===== config.mk =====
export PLATFORM = sky130hd
export DESIGN_NAME = game_sequencer_flat
export DESIGN_NICKNAME = d
export VERILOG_FILES = /design/src/rtl/game_sequencer_if.sv /design/src/rtl/game_sequencer.sv /design/src/flat_wrapper.sv
export SDC_FILE = /design/constraint.sdc
export NUM_CORES = 1
export LEC_CHECK = 0
export CAP_MARGIN = 20
export CORE_MARGIN = 2
export CORE_UTILIZATION = 57
export DETAILED_ROUTE_END_ITERATION = 16
export GPL_TIMING_DRIVEN = 1
export HOLD_SLACK_MARGIN = 0.15
export PLACE_DENSITY = 0.95
export SYNTH_ARGS = -nofsm -noshare
export SYNTH_HDL_FRONTEND = slang
export SYNTH_SLANG_ARGS = --single-unit
export TNS_END_PERCENT = 1

===== constraint.sdc =====
create_clock -name clk -period 4.3 [get_ports clk]
set_clock_uncertainty 0.1 [all_clocks]
set_input_delay 0.43 -clock clk [delete_from_list [all_inputs] [get_ports clk]]
set_output_delay 0.43 -clock clk [all_outputs]
set_load 0.01 [all_outputs]

===== src/rtl/game_sequencer_if.sv =====
// Sequencer <-> renderer/datapath handshake: phase, pass request/done,
// commit/init strobes and the datapath values the sequencer consumes.
interface game_sequencer_if;
  logic [1:0]  statesig;
  logic        draw_req;
  logic        draw_done;
  logic        commit;
  logic        init;
  logic [7:0]  ball_y;
  logic [15:0] next_score;

  modport master (
    output statesig, draw_req, commit, init,
    input  draw_done, ball_y, next_score
  );

  modport slave (
    input  statesig, draw_req, commit, init,
    output draw_done, ball_y, next_score
  );
endinterface


===== src/rtl/game_sequencer.sv =====
// Frame-paced game sequencer: erase -> update -> commit -> draw each frame tick,
// with score/high-score tracking and a timed game-over hold.
module game_sequencer #(
  parameter int unsigned FRAME_DIV   = 833333,
  parameter int unsigned FLOOR_Y     = 116,
  parameter int unsigned OVER_FRAMES = 120
) (
  input  logic               clk,
  input  logic               reset,
  input  logic               start_n,
  game_sequencer_if.master   bus,
  output logic [15:0]        score,
  output logic [15:0]        high_score,
  output logic               playing
);

  localparam int unsigned CNT_W = (FRAME_DIV > 1) ? $clog2(FRAME_DIV) : 1;
  localparam int unsigned OVR_W = (OVER_FRAMES > 1) ? $clog2(OVER_FRAMES) : 1;
  localparam logic [CNT_W-1:0] CNT_LAST = CNT_W'(FRAME_DIV - 1);
  localparam logic [OVR_W-1:0] OVR_LAST = OVR_W'(OVER_FRAMES - 1);

  typedef enum logic [3:0] {
    S_IDLE,
    S_INIT,
    S_ERASE,
    S_WAIT_E,
    S_UPDATE,
    S_COMMIT,
    S_DRAW,
    S_WAIT_D,
    S_WAIT_T,
    S_OVER
  } state_e;

  state_e           state_q, state_d;
  logic [CNT_W-1:0] frame_cnt_q, frame_cnt_d;
  logic [OVR_W-1:0] over_cnt_q, over_cnt_d;
  logic [15:0]      score_q, score_d;
  logic [15:0]      high_score_q, high_score_d;

  logic             tick;
  logic             floor_hit;
  logic [1:0]       statesig_c;
  logic             draw_req_c;
  logic             commit_c;
  logic             init_c;
  logic             playing_c;

  // Free-running frame divider; the tick is only consumed in WAIT_T and OVER.
  assign tick        = (frame_cnt_q == CNT_LAST);
  assign frame_cnt_d = tick ? '0 : frame_cnt_q + CNT_W'(1);

  assign floor_hit    = ({24'd0, bus.ball_y} >= FLOOR_Y);
  assign high_score_d = (score_q > high_score_q) ? score_q : high_score_q;

  always_ff @(posedge clk or posedge reset) begin
    if (reset) begin
      state_q      <= S_IDLE;
      frame_cnt_q  <= '0;
      over_cnt_q   <= '0;
      score_q      <= '0;
      high_score_q <= '0;
    end else begin
      state_q      <= state_d;
      frame_cnt_q  <= frame_cnt_d;
      over_cnt_q   <= over_cnt_d;
      score_q      <= score_d;
      high_score_q <= high_score_d;
    end
  end

  always_comb begin
    state_d    = state_q;
    over_cnt_d = '0;
    score_d    = score_q;
    statesig_c = 2'b00;
    draw_req_c = 1'b0;
    commit_c   = 1'b0;
    init_c     = 1'b0;
    playing_c  = 1'b1;

    unique case (state_q)
      S_IDLE: begin
        playing_c = 1'b0;
        if (!start_n) state_d = S_INIT;
      end
      S_INIT: begin
        init_c  = 1'b1;
        score_d = '0;
        state_d = S_DRAW;
      end
      S_ERASE: begin
        statesig_c = 2'b01;
        draw_req_c = 1'b1;
        state_d    = S_WAIT_E;
      end
      S_WAIT_E: begin
        statesig_c = 2'b01;
        if (bus.draw_done) state_d = S_UPDATE;
      end
      S_UPDATE: begin
        statesig_c = 2'b11;
        state_d    = S_COMMIT;
      end
      S_COMMIT: begin
        commit_c = 1'b1;
        score_d  = bus.next_score;
        state_d  = floor_hit ? S_OVER : S_DRAW;
      end
      S_DRAW: begin
        statesig_c = 2'b10;
        draw_req_c = 1'b1;
        state_d    = S_WAIT_D;
      end
      S_WAIT_D: begin
        statesig_c = 2'b10;
        if (bus.draw_done) state_d = S_WAIT_T;
      end
      S_WAIT_T: begin
        if (tick) state_d = S_ERASE;
      end
      S_OVER: begin
        // Hold for OVER_FRAMES ticks; start_n is deliberately not looked at here.
        playing_c  = 1'b0;
        over_cnt_d = over_cnt_q;
        if (tick) begin
          if (over_cnt_q == OVR_LAST) begin
            over_cnt_d = '0;
            state_d    = S_IDLE;
          end else begin
            over_cnt_d = over_cnt_q + OVR_W'(1);
          end
        end
      end
      default: begin
        playing_c = 1'b0;
        state_d   = S_IDLE;
      end
    endcase
  end

  assign bus.statesig = statesig_c;
  assign bus.draw_req = draw_req_c;
  assign bus.commit   = commit_c;
  assign bus.init     = init_c;
  assign score        = score_q;
  assign high_score   = high_score_q;
  assign playing      = playing_c;

endmodule


===== src/flat_wrapper.sv =====
// flat-port wrapper written by rule: the top's interface ports become plain ports
module game_sequencer_flat 
#(
  parameter int unsigned FRAME_DIV   = 833333,
  parameter int unsigned FLOOR_Y     = 116,
  parameter int unsigned OVER_FRAMES = 120
)
  (clk, reset, start_n, score, high_score, playing, bus_statesig, bus_draw_req, bus_commit, bus_init, bus_draw_done, bus_ball_y, bus_next_score);
  game_sequencer_if bus_i ();
  input  logic clk;
  input  logic reset;
  input  logic start_n;
  output logic [15:0] score;
  output logic [15:0] high_score;
  output logic playing;
  output wire logic [$bits(bus_i.statesig)-1:0] bus_statesig;
  output wire logic [$bits(bus_i.draw_req)-1:0] bus_draw_req;
  output wire logic [$bits(bus_i.commit)-1:0] bus_commit;
  output wire logic [$bits(bus_i.init)-1:0] bus_init;
  input wire logic [$bits(bus_i.draw_done)-1:0] bus_draw_done;
  input wire logic [$bits(bus_i.ball_y)-1:0] bus_ball_y;
  input wire logic [$bits(bus_i.next_score)-1:0] bus_next_score;
  assign bus_statesig = bus_i.statesig;
  assign bus_draw_req = bus_i.draw_req;
  assign bus_commit = bus_i.commit;
  assign bus_init = bus_i.init;
  assign bus_i.draw_done = bus_draw_done;
  assign bus_i.ball_y = bus_ball_y;
  assign bus_i.next_score = bus_next_score;
  game_sequencer #(.FRAME_DIV(FRAME_DIV), .FLOOR_Y(FLOOR_Y), .OVER_FRAMES(OVER_FRAMES)) u_core (.clk(clk), .reset(reset), .start_n(start_n), .bus(bus_i), .score(score), .high_score(high_score), .playing(playing));
endmodule

==> results of run 1 <==
cell usage in the layout (no fill, tap or decap), drive strengths merged, types with 16 or more instances in the layout:
master / count
clkdlybuf4s50: 63
dfrtp: 63
nand2: 53
nand3: 29
inv: 24
o21ai: 23
nor2: 21
ha: 19
nor4: 18
o311ai: 16
o211ai: 16
sequential cells by signal, summed over array words and instances (netlist names):
name and cells:
u_core.frame_cnt_q 20, u_core.high_score 16, u_core.score 16, u_core.over_cnt_q 7
u_core.state_q 4
worst max-delay path, stage by stage, from the launching register on:
cell      delay, ns
dfrtp_1        0.43
ha_1           0.36
nand4_2        0.20
nor4_1         0.70
nand2_1        0.76
o311ai_0       0.37
o211ai_1       0.17
power by group through the flow:
stage	logic (mW)	registers, mW	clock network [mW]
after floorplan	0.781	0.869	0
after global placement	1.19	0.893	0
after detailed placement	1.24	0.903	0
after CTS	1.26	0.893	0.525
after global routing	1.42	0.919	0.549
final	1.28	0.898	0.520
Yosys cell counts, types with 3 or more instances:
cell type and count:
dfrtp_1 63, nand2_1 53, nand3_1 29, inv_1 24
nor2_1 21, o21ai_0 21, ha_1 19, clkbuf_1 18
nor4_1 17, o211ai_1 16, o311ai_0 16, a21oi_1 13
and3_1 10, xnor2_1 9, nand4_1 8, xor2_1 7
nand2b_1 4, nor3_1 4, a31oi_1 3, and2_1 3
and4_1 3, buf_2 3, or3_1 3
cells by family after synthesis:
kind of cell / count (synthesis) / synth area share
simple gates: 166 / 0.237
mux: 1 / 0.00276
flops: 63 / 0.435
xor+xnor: 16 / 0.0386
buf+inv: 49 / 0.0545
compound gates: 87 / 0.166
fa+ha+maj: 19 / 0.0656
stage by stage:
| stage | utilization | worst slack (ns) | instance area (µm²) | instances | hold slack, ns |
|---|---|---|---|---|---|
| finish | 0.719 | 1.03 | 4490 | 537 | 0.381 |
| global route | 0.719 | 0.888 | 4490 | 537 | 0.396 |
| CTS | 0.717 | 1.08 | 4470 | 535 | 0.379 |
| detailed placement | 0.685 | 1.30 | 4280 | 520 | 0.370 |
| global placement | 0.685 | 1.49 | 4280 | 520 | 0.345 |
| floorplan | - | 1.92 | 3630 | 401 | 0.332 |
metal layers:
| metal | track usage | vias to the layer above | wire length [µm] |
|---|---|---|---|
| met4 | 0.125 | 0 | 172 |
| met5 | 0 | - | 0 |
| met1 | 0.343 | 1617 | 3650 |
| met3 | 0.0445 | 19 | 515 |
| li1 | - | 1573 | - |
| met2 | 0.441 | 129 | 4550 |
area by class of cell:
cell class,instances,area (µm²),share of cell area
Multi-Input combinational cell,289,1850,0.413
Sequential cell,63,1580,0.351
Timing Repair Buffer,69,676,0.151
Clock buffer,11,151,0.0337
Tap cell,77,96.3,0.0215
Inverter,24,90.1,0.0201
Clock inverter,4,45.0,0.0100
how the worst min path moves through the flow:
stage,startpoint,endpoint,cells after the start
floorplan,u_core.frame_cnt_q[0],u_core.frame_cnt_q[0],1
detailed placement,u_core.frame_cnt_q[0],u_core.frame_cnt_q[0],1
finish,u_core.frame_cnt_q[0],u_core.frame_cnt_q[0],1
global route,u_core.frame_cnt_q[0],u_core.frame_cnt_q[0],1
CTS,u_core.frame_cnt_q[0],u_core.frame_cnt_q[0],1
global placement,u_core.frame_cnt_q[0],u_core.frame_cnt_q[0],1
==> reports/metrics.csv, run 1 <==
stage,metric,value,unit
sta,final setup vio count,0,
drt,drt drc,0,
drt,Final ANT Viol Nets,0,
setup_path,critical path startpoint category,flop,
drt,Starting DRT DRC Count,355,
setup_path,Worst R2R End,u_core.high_score[6],
synth,Synth area leaders,"dfrtp_1 (43%), ha_1 (6.6%), nand2_1 (5.5%)",
sta,Final Cycle Share,0.760,
drt,Routed wire per std cell,16.5,µm
clock_network,postcts setup bufs,0,
power_and_ir_drop,Clock Power Share,0.193,
synth,"EDFF count, synth",0,
placed_design,GPL Wtd Cong,0.890,
power_and_ir_drop,part of the power in registers,0.332,
setup_path,critical path class,reg2reg,
power_and_ir_drop,Power per Cell Area,602,mW/mm²
setup_path,Critical Path Sink,u_core.high_score[6],
grt,Total GRT Usage,0.267,
sta,Worst slew margin,0.389,
grt,global route overflow,0,
power_and_ir_drop,Worst VDD drop,0.000380,V
setup_path,Critical Path AT,3.35,ns
clock_network,latest clock arrival within the worst-skew pair,0.35,ns
setup_path,worst r2r src,u_core.score[15],
drt,Total Wirelength,8880,µm
clock_network,maximum clock insertion buffer count,2,
die,number of I/O pins,66,
synth,register area share after synthesis,0.435,
grt,pin count of the biggest net entering global routing,39,
drt,drt first pass iters,7,
drt,DR vias/cell,6.22,
setup_path,Critical Path Start,u_core.score[15],
sta,"Slew Viols, Final",0,
clock_network,cts repair resizes,0,
die,FP Rows,29,
clock_network,htree depth,3,
setup_path,reg-to-reg setup timing slack,1.03,ns
die,Initial Util,0.581,
synth,#FFs+latches synth,63,
clock_network,TritonCTS Buffers,9,
synth,Syn Nets,448,
synth,post-synth top area share,0.435,
setup_path,depth of the most critical reg-to-reg path,6,
power_and_ir_drop,Tot Pwr,2.70,mW
die,Core ar.,0.00624,mm²
power_and_ir_drop,Pint,1.61,mW
sta,Sum Neg Setup Slack,0,ns
setup_path,Crit. End Element,flop,
die,Die Span Y,83.8,µm
job,Max Cap Viol,0,
sta,worst slew pin tran,0.915,ns
power_and_ir_drop,Leak Pwr,1.89,nW
synth,Mapped Cells,401,
clock_network,cts-stage hold buffer count,0,
cells_and_area,Ant. Diodes,0,
synth,Ys Warns,0,
clock_network,clock-pin slew on the worst setup and hold paths,0.07,ns
cells_and_area,P&R area growth vs syn,23.7,%
clock_network,clk root buf,clkbuf_8,
grt,global-route wire length before repair,15200,µm
grt,via count of the first global-routing pass,3252,
synth,Post-synth top flop,dfrtp_1,
hold_path,Hold WC Path Type,reg2reg,
placed_design,I/O Buffers,63,
placed_design,hpwl dp,6030,µm
drt,routed vias,3338,
power_and_ir_drop,Sw Share,0.405,
synth,async set-or-reset flop fraction in the synthesized netlist,1.00,
run_status,status,"finished, final reports clean",
sta,fmax,306,MHz
clock_network,CTS tree,done,
cells_and_area,share of cells above drive strength 1,0.0652,
synth,post-synth cell types,50,
synth,mapped cell area,0.00363,mm²
cells_and_area,Nets,503,
power_and_ir_drop,sw power,1.09,mW
sta,RSZ-0062 raised after global routing,false,
die,Die ar.,0.00702,mm²
setup_path,CP Max Fanout,31,
power_and_ir_drop,Comb power frac,0.475,
cells_and_area,FILL cells,425,
grt,antenna violations before repair,0,
setup_path,CP required,4.38,ns
clock_network,clk sinks,63,
synth,average cell area after synthesis,9.04,µm²
die,Die X,83.8,µm
sta,final hold vios,0,
synth,Synth area leader,dfrtp_1,
sta,fin crit period,3.27,ns
Note: power is estimated with default switching activity, not from simulation.
==> run 2, diff against run 1 <==
--- a/config.mk
+++ b/config.mk
@@ -7,11 +7,11 @@
 export LEC_CHECK = 0
 export CAP_MARGIN = 20
 export CORE_MARGIN = 2
-export CORE_UTILIZATION = 57
+export CORE_UTILIZATION = 53
 export DETAILED_ROUTE_END_ITERATION = 16
 export GPL_TIMING_DRIVEN = 1
 export HOLD_SLACK_MARGIN = 0.15
-export PLACE_DENSITY = 0.95
+export PLACE_DENSITY = 0.92
 export SYNTH_ARGS = -nofsm -noshare
 export SYNTH_HDL_FRONTEND = slang
 export SYNTH_SLANG_ARGS = --single-unit
==> constraint.sdc (replaced) <==
create_clock -name clk -period 3.15 [get_ports clk]
set_clock_uncertainty 0.1 [all_clocks]
set_input_delay 0.315 -clock clk [delete_from_list [all_inputs] [get_ports clk]]
set_output_delay 0.315 -clock clk [all_outputs]
set_load 0.01 [all_outputs]
==> run 2 against run 1 <==
Maximum frequency increased by 17%. Core utilization decreased by 4.4 points. Critical endpoint is now u_core.high_score[2]. Count of clock-buffer cells in the layout increased by 1. Largest power group unchanged. Clock power increased by 37%.
==> reports/metrics.csv, run 2 (synthesized netlist as in run 1, its figures left out) <==
stage,metric,value,unit,change
run_status,status,"finished, final reports clean",,unchanged
setup_path,depth of the most critical reg-to-reg path,8,,was 6
cells_and_area,fin area,0.00453,mm²,was 0.00449 mm²
die,Initial Util,0.540,,was 0.581
cells_and_area,P&R area growth vs syn,25.0,%,was 23.7%
placed_design,I/O Buffers,63,,unchanged
sta,Sum Neg Setup Slack,0,ns,unchanged
placed_design,dpl cell area,0.00432,mm²,was 0.00428 mm²
power_and_ir_drop,Tot Pwr,3.70,mW,was 2.70 mW
hold_path,Hold WC Path Type,reg2reg,,unchanged
sta,final setup vio count,0,,unchanged
sta,Final Cycle Share,0.888,,was 0.760
sta,fin crit period,2.80,ns,was 3.27 ns
drt,Total Wirelength,8870,µm,was 8880 µm
clock_network,clock-pin slew on the worst setup and hold paths,0.07,ns,about the same
die,FP Rows,30,,was 29
die,Die X,86.7,µm,was 83.8 µm
die,Die ar.,0.00752,mm²,was 0.00702 mm²
cells_and_area,Top reg by flops,u_core.frame_cnt_q,,unchanged
placed_design,GPL Wtd Cong,0.839,,was 0.890
setup_path,Crit. End Element,flop,,unchanged
placed_design,dpl cells,528,,was 520
grt,via count of the first global-routing pass,3299,,was 3252
clock_network,clk root buf,clkbuf_8,,unchanged
clock_network,clk sinks,63,,unchanged
sta,fmax,357,MHz,was 306 MHz
grt,pin count of the biggest net entering global routing,34,,was 39
sta,worst slew pin tran,0.769,ns,was 0.915 ns
cells_and_area,Largest register FFs,20,,unchanged
die,Core ar.,0.00672,mm²,was 0.00624 mm²
setup_path,Critical Path AT,2.89,ns,was 3.35 ns
drt,Routed wire per std cell,16.3,µm,was 16.5 µm
sta,"Slew Viols, Final",0,,unchanged
clock_network,TritonCTS Buffers,9,,unchanged
clock_network,latest clock arrival within the worst-skew pair,0.34,ns,was 0.35 ns
clock_network,maximum clock insertion buffer count,2,,unchanged
setup_path,Critical Path Start,u_core.high_score[15],,was u_core.score[15]
sta,final hold vios,0,,unchanged
drt,drt first pass iters,5,,was 7
grt,antenna violations before repair,0,,unchanged
power_and_ir_drop,Worst VDD drop,0.000457,V,was 0.000380 V
power_and_ir_drop,Power per Cell Area,816,mW/mm²,was 602 mW/mm²
cells_and_area,"commonest non-fill, non-tap cells in the layout","clkdlybuf4s50_1 (63), dfrtp_1 (63), nand2_1 (53), nand3_1 (29), inv_1 (23)",,unchanged
grt,Total GRT Usage,0.248,,was 0.267
drt,routed vias,3423,,was 3338
setup_path,worst r2r src,u_core.high_score[15],,was u_core.score[15]
setup_path,critical path class,reg2reg,,unchanged
clock_network,postcts setup bufs,0,,unchanged
job,Max Cap Viol,0,,unchanged
clock_network,cts-stage hold buffer count,1,,was 0
sta,Worst slew margin,0.486,,was 0.389
placed_design,hpwl dp,6140,µm,was 6030 µm
die,Die Span Y,86.7,µm,was 83.8 µm
setup_path,reg-to-reg setup timing slack,0.35,ns,was 1.03 ns
cells_and_area,share of cells above drive strength 1,0.0710,,was 0.0652
setup_path,CP Max Fanout,23,,was 31
clock_network,cts repair resizes,0,,unchanged
grt,global-route wire length before repair,14900,µm,was 15200 µm
setup_path,critical path startpoint category,flop,,unchanged
setup_path,Worst R2R End,u_core.high_score[2],,was u_core.high_score[6]
drt,drt drc,0,,unchanged
drt,DR vias/cell,6.28,,was 6.22
cells_and_area,Ant. Diodes,0,,unchanged
clock_network,CTS tree,done,,unchanged
clock_network,htree depth,3,,unchanged
cells_and_area,post-route insts no fill,545,,was 537
sta,RSZ-0062 raised after global routing,false,,unchanged
power_and_ir_drop,Leak Pwr,1.90,nW,was 1.89 nW
hold_path,worst hold start,u_core.frame_cnt_q[0],,unchanged
setup_path,CP required,3.25,ns,was 4.38 ns
die,number of I/O pins,66,,unchanged
grt,global route overflow,0,,unchanged
drt,Starting DRT DRC Count,280,,was 355
setup_path,Critical Path Sink,u_core.high_score[2],,was u_core.high_score[6]
drt,Final ANT Viol Nets,0,,unchanged
cells_and_area,Nets,508,,was 503
==> run 2: changes by cell type in the layout (fill, tap and decap cells not counted), sizes merged <==
cell | previous run | this run
clkinvlp | 0 | 1
dlygate4sd3 | 0 | 1
buf | 6 | 10
clkinv | 3 | 1
clkbuf | 11 | 12
==> run 2: final cells by class <==
cell class | count | area [µm²]
Clock buffer | 12 | 155
Clock inverter | 3 | 42.5
Fill cell | 484 | 2190
Inverter | 24 | 90.1
Multi-Input combinational cell | 289 | 1850
Sequential cell | 63 | 1580
Tap cell | 80 | 100
Timing Repair Buffer | 74 | 716
==> run 2: worst min path at each step <==
stage | to | slack, ns | depth (start not counted)
6_report | u_core.frame_cnt_q[0] | 0.37 | 1
5_1_grt | u_core.frame_cnt_q[0] | 0.39 | 1
4_1_cts | u_core.frame_cnt_q[0] | 0.37 | 1
3_5_place_dp | u_core.frame_cnt_q[0] | 0.36 | 1
3_3_place_gp | u_core.frame_cnt_q[0] | 0.35 | 1
2_1_floorplan | u_core.frame_cnt_q[0] | 0.33 | 1
==> run 2: layer usage <==
metal  vias to the layer above  wire (µm)  GRT usage
li1                       1578          -          -
met1                      1653       3670      0.303
met2                       161       4440      0.432
met3                        31        570     0.0486
met4                         0        184     0.0938
met5                         -          0          0
==> run 2: critical path, cell delays in order, from the launching register on <==
cell      delay, ns
dfrtp_1        0.36
inv_1          0.08
ha_1           0.34
nand4_2        0.18
nor4_1         0.64
nand2_1        0.36
buf_4          0.32
o311ai_0       0.13
o211ai_1       0.15
==> run 2: per-stage QoR <==
stage	hold WS [ns]	util	setup slack (ns)
finish	0.368	0.674	0.352
global route	0.386	0.674	0.251
CTS	0.371	0.673	0.451
floorplan	0.332	-	0.767
global placement	0.351	0.642	0.544
detailed placement	0.362	0.642	0.469
==> run 2: where the power goes <==
part           leakage [nW]  internal (mW)  switching, mW
logic                 0.975          0.816          0.980
clock network        0.0985          0.403          0.308
registers             0.828          0.991          0.200
total                  1.90           2.21           1.49
